<file path="src/rtl/det_logger_pkg.sv">
// det_logger_pkg: shared FSM state type and default parameters for the detection logger
package det_logger_pkg;
    localparam int DEF_DEPTH = 4;
    localparam int DEF_TSW   = 8;
    localparam int DEF_CNTW  = 16;
    typedef enum logic {LOW = 1'b0, HIGH = 1'b1} state_t;
endpackage

</file>
<file path="src/rtl/det_fifo.sv">
// det_fifo: power-of-two circular FIFO with level count and synchronous flush
module det_fifo #(
    parameter int DEPTH = 4,
    parameter int W     = 8,
    parameter int LW    = $clog2(DEPTH) + 1
) (
    input  logic          clk,
    input  logic          rst_n,
    input  logic          clr,
    input  logic          push,
    input  logic          pop,
    input  logic [W-1:0]  din,
    output logic [W-1:0]  dout,
    output logic          full,
    output logic          empty,
    output logic [LW-1:0] level
);
    localparam int AW = $clog2(DEPTH);
    logic [W-1:0]  mem [DEPTH];
    logic [AW-1:0] wptr, rptr;
    logic          do_push, do_pop;
    assign full    = level == LW'(DEPTH);
    assign empty   = level == '0;
    assign do_pop  = pop & ~empty;
    assign do_push = push & (~full | do_pop);
    assign dout    = mem[rptr];
    always_ff @(posedge clk) begin
        if (do_push && !clr) mem[wptr] <= din;
    end
    always_ff @(posedge clk or negedge rst_n) begin
        if (!rst_n) begin
            wptr  <= '0;
            rptr  <= '0;
            level <= '0;
        end else if (clr) begin
            wptr  <= '0;
            rptr  <= '0;
            level <= '0;
        end else begin
            if (do_push) wptr <= wptr + 1'b1;
            if (do_pop) rptr <= rptr + 1'b1;
            level <= (do_push && !do_pop) ? level + 1'b1 :
                     (!do_push && do_pop) ? level - 1'b1 : level;
        end
    end
endmodule

</file>
<file path="src/rtl/det_logger.sv">
// det_logger: rising-edge detection logger that timestamps qualified det edges into a FIFO
module det_logger
    import det_logger_pkg::*;
#(
    parameter int DEPTH = DEF_DEPTH,
    parameter int TSW   = DEF_TSW,
    parameter int CNTW  = DEF_CNTW
) (
    input  logic                     clk,
    input  logic                     rst_n,
    input  logic                     in_valid,
    input  logic                     det,
    input  logic                     clr,
    output logic                     ev_valid,
    input  logic                     ev_ready,
    output logic [TSW-1:0]           ev_ts,
    output logic [CNTW-1:0]          det_cnt,
    output logic                     ovf,
    output logic [$clog2(DEPTH):0]   level
);
    logic [TSW-1:0] ts;
    state_t         state;
    logic           ev, pop, full, empty;
    assign ev       = in_valid & det & (state == LOW);
    assign pop      = ev_valid & ev_ready;
    assign ev_valid = ~empty;
    always_ff @(posedge clk or negedge rst_n) begin
        if (!rst_n) ts <= '0;
        else ts <= ts + 1'b1;
    end
    always_ff @(posedge clk or negedge rst_n) begin
        if (!rst_n) state <= LOW;
        else if (clr) state <= LOW;
        else if (in_valid) state <= det ? HIGH : LOW;
    end
    always_ff @(posedge clk or negedge rst_n) begin
        if (!rst_n) begin
            det_cnt <= '0;
            ovf     <= 1'b0;
        end else if (clr) begin
            det_cnt <= '0;
            ovf     <= 1'b0;
        end else begin
            if (ev && det_cnt != '1) det_cnt <= det_cnt + 1'b1;
            if (ev && full && !pop) ovf <= 1'b1;
        end
    end
    det_fifo #(.DEPTH(DEPTH), .W(TSW)) u_fifo (
        .clk   (clk),
        .rst_n (rst_n),
        .clr   (clr),
        .push  (ev & ~clr),
        .pop   (pop & ~clr),
        .din   (ts),
        .dout  (ev_ts),
        .full  (full),
        .empty (empty),
        .level (level)
    );
endmodule
</file>
<file path="config.mk">
export PLATFORM = sky130hd
export DESIGN_NAME = det_logger
export DESIGN_NICKNAME = d
export VERILOG_FILES = /design/src/rtl/det_logger_pkg.sv /design/src/rtl/det_fifo.sv /design/src/rtl/det_logger.sv
export SDC_FILE = /design/constraint.sdc
export NUM_CORES = 1
export LEC_CHECK = 0
export CAP_MARGIN = 20
export CORE_UTILIZATION = 55
export CTS_CLUSTER_DIAMETER = 40
export CTS_CLUSTER_SIZE = 20
export DETAILED_ROUTE_END_ITERATION = 7
export PLACE_DENSITY = 0.79
export SYNTH_ARGS = -nofsm -noshare
export SYNTH_HDL_FRONTEND = slang
export SYNTH_SLANG_ARGS = --single-unit
export TNS_END_PERCENT = 5
</file>
<file path="constraint.sdc">
create_clock -name clk -period 2.92 [get_ports clk]
set_clock_uncertainty 0.05 [all_clocks]
set_input_delay 0.438 -clock clk [delete_from_list [all_inputs] [get_ports clk]]
set_output_delay 0.438 -clock clk [all_outputs]
set_load 0.05 [all_outputs]
</file>
After elaboration in Yosys (flattened, before gate mapping)
Memory sizes are Yosys's and may differ from the RTL's.
Index checks and enable logic that the tools add are counted.
- memories kept: 1
- input bits: 6
- ROM bits: 0
- latch bits: 0
- register bits after elaboration: 33
- RAM bits: 32
- word-level logic and storage cells: 61
- bitwise logic cells: 12
- muxes and demuxes: 16
- eq/ne operators: 2
- reduce and logical (&&, ||, !) cells: 17
- shifts and indexed selects: 0
- div/mod/pow operators: 0
- add/subtract/negate cells: 6
- multiply operators: 0
- magnitude comparators: 0
- memories (memory ; depth ; bits a word ; read ports ; clocked after memory_dff ; write ports ; RTL line ; RTL):
    u_fifo.mem ; 4 ; 8 ; 1 ; 0 ; 1 ; det_fifo.sv:19 ; logic [W-1:0] mem [DEPTH];
- operator list (cell ; count):
    two-way mux 16 bit ; 2
    adder 16 x 1 -> 16 bit, second input constant ; 1
    inequality test 16 bit, second input constant ; 1
    nonzero test 2 bit ; 5
    two-way mux 3 bit ; 3
    adder 8 x 1 -> 8 bit, second input constant ; 1
    two-way mux 2 bit ; 4
    bitwise AND 1 bit ; 7
    two-way mux 1 bit ; 7
    logical AND 1 bit ; 6
    adder 2 x 1 -> 2 bit, second input constant ; 2
    zero test 1 bit ; 4
    NOT 1 bit ; 4
    adder 3 x 1 -> 3 bit, second input constant ; 1
    == test 3 bit, second input constant ; 1
    zero test 3 bit ; 1
    nonzero test 3 bit ; 1
    subtractor 3 x 1 -> 3 bit, second input constant ; 1
    bitwise OR 1 bit ; 1

Longest topological paths before layout
- word-level depth: 12
- mapped depth: 8

Cells and area by module
From an unflattened synthesis, not the netlist that was laid out.
- cells, all modules: 236
- area total of the unflattened synthesis: 3067.9 um^2
- by module, submodules not included (module ; times used ; area each (um^2) ; cells an instance):
    det_fifo ; 1 ; 1734.2 ; 105
    det_logger ; 1 ; 1333.8 ; 131

Worst setup path after synthesis
OpenSTA, ideal clock, no wires.
- kind: reg2reg
- start point: register u_fifo.level[0]
- end point: register u_fifo.level[2]
- data required time: 2.734 ns
- stages on the path, launching flop included: 8
- buffers on the path: 1
- arrival time: 2.471 ns
- setup time: 0.136 ns
- path slack: 0.262 ns
- clock period less this slack: 2.658 ns
- cells stage by stage: dfrtp_1 > clkbuf_1 > nor4b_1 > nor4_1 > fa_1 > or3_1 > a31oi_1 > a21oi_1
- longest elaborated chain between the ends: 10
- ends and longest elaborated chain (element ; RTL line ; RTL):
    start: declaration ; det_fifo.sv:16 ; output logic [LW-1:0] level
    start signal: assignment ; det_fifo.sv:42 ; level <= (do_push && !do_pop) ? level + 1'b1 :
    zero test 3 bit ; det_fifo.sv:23 ; assign empty = level == '0;
    NOT 1 bit ; det_fifo.sv:24, det_logger.sv:26 ;
    bitwise AND 1 bit ; det_logger.sv:25 ; assign pop = ev_valid & ev_ready;
    bitwise AND 1 bit ; det_logger.sv:53 ; .pop (pop & ~clr),
    bitwise AND 1 bit ; det_fifo.sv:24 ; assign do_pop = pop & ~empty;
    bitwise OR 1 bit ; det_fifo.sv:25 ; assign do_push = push & (~full | do_pop);
    bitwise AND 1 bit ; det_fifo.sv:25 ;
    logical AND 1 bit or zero test 1 bit (tied branches) ; det_fifo.sv:42, det_fifo.sv:43 ;
    two-way mux 3 bit or logical AND 1 bit (tied branches) ; det_fifo.sv:42, det_fifo.sv:43 ;
    two-way mux 3 bit or nonzero test 3 bit (tied branches) ; - ;
Several ways; a longest one is shown, not always the timed one. The select of a mux whose other input is x is not followed.
A chain may end at the register's enable or synchronous reset.

Final worst setup path
- start point: register u_fifo.rptr[0]
- end point: output port ev_ts[0]
- longest elaborated chain between the ends: 1
- ends and longest elaborated chain (element ; RTL line ; RTL):
    start: declaration ; det_fifo.sv:20 ; logic [AW-1:0] wptr, rptr;
    start signal: assignment ; det_fifo.sv:41 ; if (do_pop) rptr <= rptr + 1'b1;
    memory read (4 x 8 bit) ; - ;
    end: declaration ; det_logger.sv:16 ; output logic [TSW-1:0] ev_ts,
Every way passes these cells.

==> metrics <==
run status completed; TritonCTS clock tree done; DIE AREA 5810 um^2; wire per inst 15.8 um; Reg area 1790 um^2; Worst-Skew Late Latency approximately 350 ps; ys async rst share 0.508; HPWL Detailed roughly 3800 um; RSZ-0062 raised after global routing no; # DRC 0; Slew @ Worst Pin 579 ps; fin crit period 2650 ps; GPL Wtd Cong 0.828; Leak 1.39 nW; Avg Synthesized Cell Area between 10 and 15 um^2; vias about 2.0k; initial antenna violation count 0; syn_nets about 250; Synth Flop Type dfrtp_1; layer with the highest usage met2; met2 Usage GRT 0.304; Worst Path Required around 2400 ps; largest net degree at the start of global routing 34; H-tree depth 3; drt via density 5.63; total power per unit cell area 572 nW/um^2; Worst EP arrival 2160 ps; Port Buffers 34; cells after synthesis approximately 240; Reg2Reg Setup Slack 540 ps; clock slew at reported path FFs 80 ps; Clock Path Buffers 2; area of the multi-input gates 1170 um^2; grt ovf 0; Pre-antenna DRT Iters 4; CTS buffer count 9; max-cap violations 0; vias in the first global route 1,873; first-pass GRT wire length between 9000 and 10,000 um; origin of the critical flop-to-flop path u_fifo.level[0]; total wire length 5580 um; Startpoint Class flip-flop; placed insts 337; CTS resizes 0; Area growth syn-to-layout 20.7%; Rows 26; Inserted Diodes 0; Tcrit/Tclk final 0.907; setup TNS 0 ps; Global Route met1 Usage 0.296; worst rel slew slack 0.611; Worst R2R Path Depth 7; commonest cells in the synthesized netlist dfrtp_1, edfxtp_1, nor2_1, a21oi_1, clkbuf_1; top-count cell post-synth dfrtp_1; post-synth top area share 0.317; peak supply drop 0.361 mV; initial core utilization 0.582; Crit Path Class reg -> out; Synth area leader edfxtp_1; post-route ant nets 0; sequential fraction of the synthesis area 0.590; count of hold-fix buffers inserted at cts 0; number of synthesized register bits 65; Max Fclk 378 MHz; Critical Path Start u_fifo.rptr[0]; top cells by area, synth edfxtp_1, dfrtp_1, mux4_2; Final Setup Violations 0; clock root cell clkbuf_8; endpoints failing hold 0; Post-synth EDFFs 32; critical path peak fanout 10; Distinct cells, synth 43; Tot GR Track Use 0.210; Post-CTS Setup Inserts 0; worst hold-check path type in -> async; share of post-route cells with drive strength above 1 0.152; die height 76.2 um; num ports 35; Finished Core Util 0.703; clock sink count 65; met3 usage 0.0539; nature of the critical path endpoint primary output; final slew viol count 0; synthesized cell area between 3000 and 4000 um^2; filler instances 375; die width 76.2 um; synth warn 0; core region area roughly 5200 um^2; nets 291; initial DRC count between 100 and 150; Cell Count, Final, Fillers Out 353
routing by layer:
metal,vias up,share of wire
li1,971,-
met1,954,0.48
met2,53,0.45
met3,8,0.048
met4,0,0.022
met5,-,0
power by group:
group | leakage, nW | switching, mW | internal, mW
registers | 0.747 | 0.0251 | 0.975
logic | 0.554 | 0.246 | 0.162
clock network | 0.0922 | 0.353 | 0.332
total | 1.39 | 0.624 | 1.47
area by class of cell:
type	instances	share of cell area
clock buffer	10	0.0376
clock inverter	6	0.0120
tap	70	0.0239
timing repair buffer	42	0.109
inverter	8	0.00821
multi-input combinational	152	0.320
sequential	65	0.489
worst max-delay path: stages (launching register included):
cell,delay (ps)
dfrtp_1,330
buf_4,220
mux4_2,540
clkdlybuf4s50_1,720
state kept, by name, summed over array words and instances, names as in the netlist:
| register | flops |
|---|---|
| det_cnt | 16 |
| ovf | 1 |
| state | 1 |
| ts | 8 |
| u_fifo.level | 3 |
| u_fifo.mem | 32 |
| u_fifo.rptr | 2 |
| u_fifo.wptr | 2 |
cells by family (layout without fill, tap and decap cells):
kind of cell             Yosys count  after routing  synth area share
buffers and inverters             19             66            0.0235
AND/OR/NAND/NOR                   83             83             0.157
adder cells (fa/ha/maj)            7              7            0.0314
AO/OA/AOI/OAI                     33             33            0.0690
XOR/XNOR                           9              9            0.0260
multiplexers                      20             20             0.103
flip-flops                        65             65             0.590
final timing paths:
kind,to
setup / recovery,ev_ts[0]
hold / removal,det_cnt[14]
setup reg to reg,u_fifo.level[1]
hold reg to reg,ovf
max in group asynchronous,det_cnt[0]
min in group clk,ovf
placed cells by master, fill, tap and decap left out, drive strengths merged, types with 8 or more instances in the layout:
master / synthesis / final
mux4: 8 / 8
nand2: 8 / 8
a21oi: 15 / 15
edfxtp: 32 / 32
nor2b: 9 / 9
nor2: 16 / 16
inv: 8 / 8
nand3: 9 / 9
clkdlybuf4s50: 0 / 34
dfrtp: 33 / 33
mux2: 9 / 9
buf: 1 / 8
clkbuf: 10 / 10
through the flow:
stage	hold WS, ps	area (um^2)	worst slack [ps]	power, mW
CTS	451	3660	251	2.11
global placement	460	3480	299	1.42
global route	474	3660	202	2.17
floorplan	92.4	3030	262	1.30
finish	433	3660	272	2.09
detailed placement	469	3480	246	1.43
Power figures use the tool's default switching activity.
